[config.mk]
export PLATFORM = sky130hd
export DESIGN_NAME = mu01_prog_loader
export DESIGN_NICKNAME = d
export VERILOG_FILES = /design/src/rtl/mu01_prog_loader.sv
export SDC_FILE = /design/constraint.sdc
export NUM_CORES = 1
export LEC_CHECK = 0
export CAP_MARGIN = 20
export CORE_UTILIZATION = 45
export CTS_CLUSTER_SIZE = 30
export DETAILED_ROUTE_END_ITERATION = 10
export PLACE_DENSITY = 0.7
export SYNTH_ARGS = -nofsm -noshare
export SYNTH_HDL_FRONTEND = slang
export SYNTH_SLANG_ARGS = --single-unit
[constraint.sdc]
create_clock -name clk -period 2.4 [get_ports clk]
set_input_delay 0.48 -clock clk [delete_from_list [all_inputs] [get_ports clk]]
set_output_delay 0.48 -clock clk [all_outputs]
set_load 0.01 [all_outputs]
[src/rtl/mu01_prog_loader.sv]
// mu01 boot loader: framed byte stream -> 16-bit program memory writes.
// Releases the core with cpu_run once the frame checksum matches.
module mu01_prog_loader #(
  parameter int         AW   = 12,
  parameter int         DW   = 16,
  parameter logic [7:0] SYNC = 8'hA5
) (
  input  logic          clk,
  input  logic          reset,
  input  logic          in_valid,
  input  logic [7:0]    in_data,
  output logic          in_ready,
  output logic          mem_we,
  output logic [AW-1:0] mem_addr,
  output logic [DW-1:0] mem_wdata,
  output logic          busy,
  output logic          done,
  output logic          err,
  output logic          cpu_run,
  output logic [AW:0]   words_loaded
);

  typedef enum logic [2:0] {
    IDLE, LEN_HI, LEN_LO, DATA_HI,
    DATA_LO, CSUM, DONE, ERROR
  } state_e;

  localparam logic [16:0] MAXLEN = 17'(2**AW);

  state_e        state_q, state_d;
  logic [7:0]    lenhi_q, lenhi_d;
  logic [15:0]   len_q, len_d;
  logic [7:0]    hi_q, hi_d;
  logic [7:0]    sum_q, sum_d;
  logic [AW:0]   words_q, words_d;
  logic          we_q, we_d;
  logic [AW-1:0] addr_q, addr_d;
  logic [DW-1:0] wdata_q, wdata_d;

  logic        xfer;
  logic        is_sync;
  logic [15:0] len_full;
  logic        len_bad;
  logic        last_word;

  assign xfer      = in_valid & in_ready;
  assign is_sync   = in_data == SYNC;
  assign len_full  = {lenhi_q, in_data};
  assign len_bad   = (len_full == 16'd0) ||
                     ({1'b0, len_full} > MAXLEN);
  assign last_word = (16'(words_q) + 16'd1) == len_q;

  always_ff @(posedge clk or negedge reset) begin
    if (!reset) begin
      state_q <= IDLE;
      lenhi_q <= '0;
      len_q   <= '0;
      hi_q    <= '0;
      sum_q   <= '0;
      words_q <= '0;
      we_q    <= 1'b0;
      addr_q  <= '0;
      wdata_q <= '0;
    end else begin
      state_q <= state_d;
      lenhi_q <= lenhi_d;
      len_q   <= len_d;
      hi_q    <= hi_d;
      sum_q   <= sum_d;
      words_q <= words_d;
      we_q    <= we_d;
      addr_q  <= addr_d;
      wdata_q <= wdata_d;
    end
  end

  always_comb begin
    state_d = state_q;
    if (xfer) begin
      unique case (state_q)
        IDLE:    if (is_sync) state_d = LEN_HI;
        LEN_HI:  state_d = LEN_LO;
        LEN_LO:  state_d = len_bad ? ERROR : DATA_HI;
        DATA_HI: state_d = DATA_LO;
        DATA_LO: state_d = last_word ? CSUM : DATA_HI;
        CSUM:    state_d = (in_data == sum_q) ? DONE : ERROR;
        DONE:    state_d = DONE;
        ERROR:   if (is_sync) state_d = LEN_HI;
        default: state_d = IDLE;
      endcase
    end
  end

  // Datapath; the word counter doubles as the write address.
  always_comb begin
    lenhi_d = lenhi_q;
    len_d   = len_q;
    hi_d    = hi_q;
    sum_d   = sum_q;
    words_d = words_q;
    we_d    = 1'b0;
    addr_d  = addr_q;
    wdata_d = wdata_q;
    if (xfer) begin
      unique case (state_q)
        IDLE, ERROR: begin
          if (is_sync) begin
            sum_d   = '0;
            words_d = '0;
          end
        end
        LEN_HI:  lenhi_d = in_data;
        LEN_LO:  len_d = len_full;
        DATA_HI: begin
          hi_d  = in_data;
          sum_d = sum_q + in_data;
        end
        DATA_LO: begin
          sum_d   = sum_q + in_data;
          we_d    = 1'b1;
          addr_d  = words_q[AW-1:0];
          wdata_d = {hi_q, in_data};
          words_d = words_q + 1'b1;
        end
        default: ;
      endcase
    end
  end

  always_comb begin
    in_ready = reset & (state_q != DONE);
    busy     = 1'b0;
    done     = 1'b0;
    err      = 1'b0;
    unique case (1'b1)
      state_q == DONE:  done = 1'b1;
      state_q == ERROR: err  = 1'b1;
      state_q == IDLE:  ;
      default:          busy = 1'b1;
    endcase
    cpu_run = done;
  end

  assign mem_we       = we_q;
  assign mem_addr     = addr_q;
  assign mem_wdata    = wdata_q;
  assign words_loaded = words_q;

endmodule
==> impl_metrics.tcl <==
set metrics [dict create \
    status "completed" \
    timing.final.ws_setup_ns 0.0704 \
    row_count 35 \
    crit_chain "ha_1, xor2_1, or4_4, nor4b_4, o2111a_1, nand4_1, o21ba_1" \
    n_antenna_cell 0 \
    syn_area_sq_um 4230 \
    mostFrequentLayoutCells "nand2_1 (107), dfrtp_1 (84), clkdlybuf4s50_1 (56), buf_4 (34), mux2_2 (31)" \
    port_buffers 57 \
    cp_slowest_stage_delay_ns 0.45 \
    yosysWarnings 0 \
    p_sw_share_pct 34.8 \
    fmax_ghz 0.429 \
    clk_latency_ns 0.35 \
    worst_slew_pin_slew_ns 0.655 \
    p_leak_uw 0.00247 \
    synthSimpleGateAreaFrac_pct 19.8 \
    die_x_um 99.0 \
    criticalPathCategory "flip-flop to flip-flop" \
    worstPathBufferInverterCount 0 \
    p_per_area_nw_per_um2 995 \
    final_common_cell "nand2_1" \
    ys_ff_latch 85 \
    synth_edf_count 0 \
    comb_power_share_pct 38.5 \
    timing.final.crit_share_pct 97.1 \
    seq_area_frac_synth_pct 50.3 \
    fp.dieH_um 99.0 \
    globalplace.congestion 0.865 \
    drive_above_1_share_pct 18.0 \
    dpl_worst_slack_ns -0.298 \
    total_power_uw 5320 \
    synth_xor_area_share_pct 5.50 \
    grt_first_pass_wirelength_mm 16.6 \
    via_per_inst 5.40 \
    start_util_pct 46.0 \
    grt_pass1_vias 3395 \
    cts_buffers 9 \
    slew_violations 0 \
    syn_inst 432 \
    nets 533 \
    clk_pin_slew_worst_paths_ns 0.09 \
    cp_top_family "simple AND/OR/NAND/NOR gates" \
    cp_max_fo 2 \
    synth_compound_area_share_pct 9.78 \
    dp_hpwl_mm 7.41 \
    synth_cell_types 52 \
    grt_antenna_before_repair 0 \
    synth_top_family_by_area "simple AND/OR/NAND/NOR gates" \
    clockBufferDepth 2 \
    grt_use_total_pct 21.6 \
    dr.pass1.iters 4 \
    cts_max_level 3 \
    maxCapViolCount 0 \
    ant_nets 0 \
    synthAdderAreaFrac_pct 2.84 \
    p_int_uw 3470 \
    synthFlopType "dfrtp_1" \
    pin_count 58 \
    finalSetupViolCount 0 \
    fin_crit_ns 2.33 \
    hold_class "primary input to async pin" \
    syn_nets 452 \
    grt_overflow 0 \
    cp_data_required_time_ns 2.64 \
    crit_path_end_kind "flip-flop" \
    power_frac_clock_pct 19.2 \
    routedWlPerCell_um 15.9 \
    tns_ns 0 \
    route.detailed.drc 0 \
    cts_tree "yes" \
    clock_sinks 85 \
    power_frac_seq_pct 42.3 \
    synth.avg_cell_area_sq_um 9.80 \
    grt_max_degree 55 \
    drt_iter0_drc 208 \
    dieArea_sq_um 9800 \
    area_delta_synth_final_pct 26.4 \
    final_util_pct 58.2 \
    skew_ns 0.00876 \
    root_buffer "clkbuf_8" \
    crit_path_start_kind "flip-flop" \
    vdd_drop_max_mv 0.524 \
    routed_wl_mm 9.99 \
    num_vias 3396 \
    slowest_stage "or4_4" \
    crit_arrival_ns 2.57 \
    p_switching_uw 1850 \
    maxSlewHeadroom_pct 56.3 \
    final_hold_viol_count 0 \
    coreArea_sq_um 9200 \
    synthArstFlopShare_pct 100 \
    synthMuxAreaShare_pct 8.48 \
]
## metrics by stage
step	hold slack, ns	cells	cell area, sq um
after CTS	0.217	629	5320
after detailed placement	0.458	613	5120
after floorplan	0.184	432	4230
after global placement	0.451	613	5120
final	0.210	629	5350
after global routing	0.240	629	5350
## state kept, by name (all words and copies together), names as in the netlist
name / flops
hi_q: 8
len_q: 16
lenhi_q: 8
mem_addr: 12
mem_wdata: 16
mem_we: 1
state_q: 3
sum_q: 8
words_loaded: 13
## power by group through the flow
| stage | combinational, uW | clock (uW) | sequential, uW |
|---|---|---|---|
| 2_1_floorplan | 1230 | 0 | 2210 |
| 3_3_place_gp | 1960 | 0 | 2260 |
| 3_5_place_dp | 2020 | 0 | 2280 |
| 4_1_cts | 2020 | 1040 | 2250 |
| 5_1_grt | 2260 | 1090 | 2320 |
| 6_report | 2050 | 1020 | 2250 |
## logic make-up after synthesis
family                     after synthesis
AOI/OAI and AO/OA                       65
xor gates and xnor gates                25
adders and majority gates                9
buffers and inverters                   32
DFF                                     85
muxes                                   32
and+or+nand+nor                        184
## cells in the mapped netlist (5+ instances only)
| cell | number | share of area (%) |
|---|---|---|
| a21oi_1 | 14 | 1.7 |
| buf_2 | 7 | 0.83 |
| and2_1 | 5 | 0.74 |
| inv_1 | 9 | 0.80 |
| o21ai_0 | 22 | 2.6 |
| o31ai_1 | 5 | 0.89 |
| nor2_1 | 23 | 2.0 |
| xnor2_1 | 15 | 3.1 |
| nor3_1 | 7 | 0.83 |
| ha_1 | 8 | 2.4 |
| xor2_1 | 9 | 1.9 |
| clkbuf_1 | 12 | 1.1 |
| dfrtp_1 | 85 | 50 |
| nand2_1 | 107 | 9.5 |
| mux2_2 | 31 | 8.2 |
| nand3_1 | 15 | 1.8 |
## final cells by class
cell class / count / area (sq um)
Inverter: 10 / 37.5
Timing Repair Buffer: 92 / 856
Sequential cell: 85 / 2130
Clock buffer: 10 / 128
Clock inverter: 6 / 71.3
Tap cell: 111 / 139
Multi-Input combinational cell: 315 / 1990
Fill cell: 821 / 3850
## routing by layer
metal / track usage (%) / part of all wire [%] / vias to the layer above
li1: - / - / 1641
met1: 28.4 / 45 / 1660
met2: 36.5 / 49 / 82
met3: 3.19 / 4.7 / 13
met4: 7.46 / 1.3 / 0
met5: 0 / 0 / -
## final timing paths
check | to | slack (ns) | cells past startpoint | startpoint
worst max-delay path | state_q[1]$_DFFE_PN0P_ | 0.07 | 7 | words_loaded[0]$_DFFE_PN0P_
worst min-delay path | words_loaded[4]$_DFFE_PN0P_ | 0.21 | 2 | reset
worst max register to register | state_q[1]$_DFFE_PN0P_ | 0.07 | 7 | words_loaded[0]$_DFFE_PN0P_
worst min register to register | mem_wdata[10]$_DFFE_PN0P_ | 0.47 | 2 | hi_q[2]$_DFFE_PN0P_
max in group asynchronous | hi_q[2]$_DFFE_PN0P_ | 1.19 | 3 | reset
min in group clk | mem_wdata[10]$_DFFE_PN0P_ | 0.47 | 2 | hi_q[2]$_DFFE_PN0P_
## timing repair
action	4_1_cts	5_1_grt
hold buffers	0	0
resized for setup	0	6
endpoints found under the setup margin	0	11
setup buffers	0	0
(Power assumes the default switching activity.)
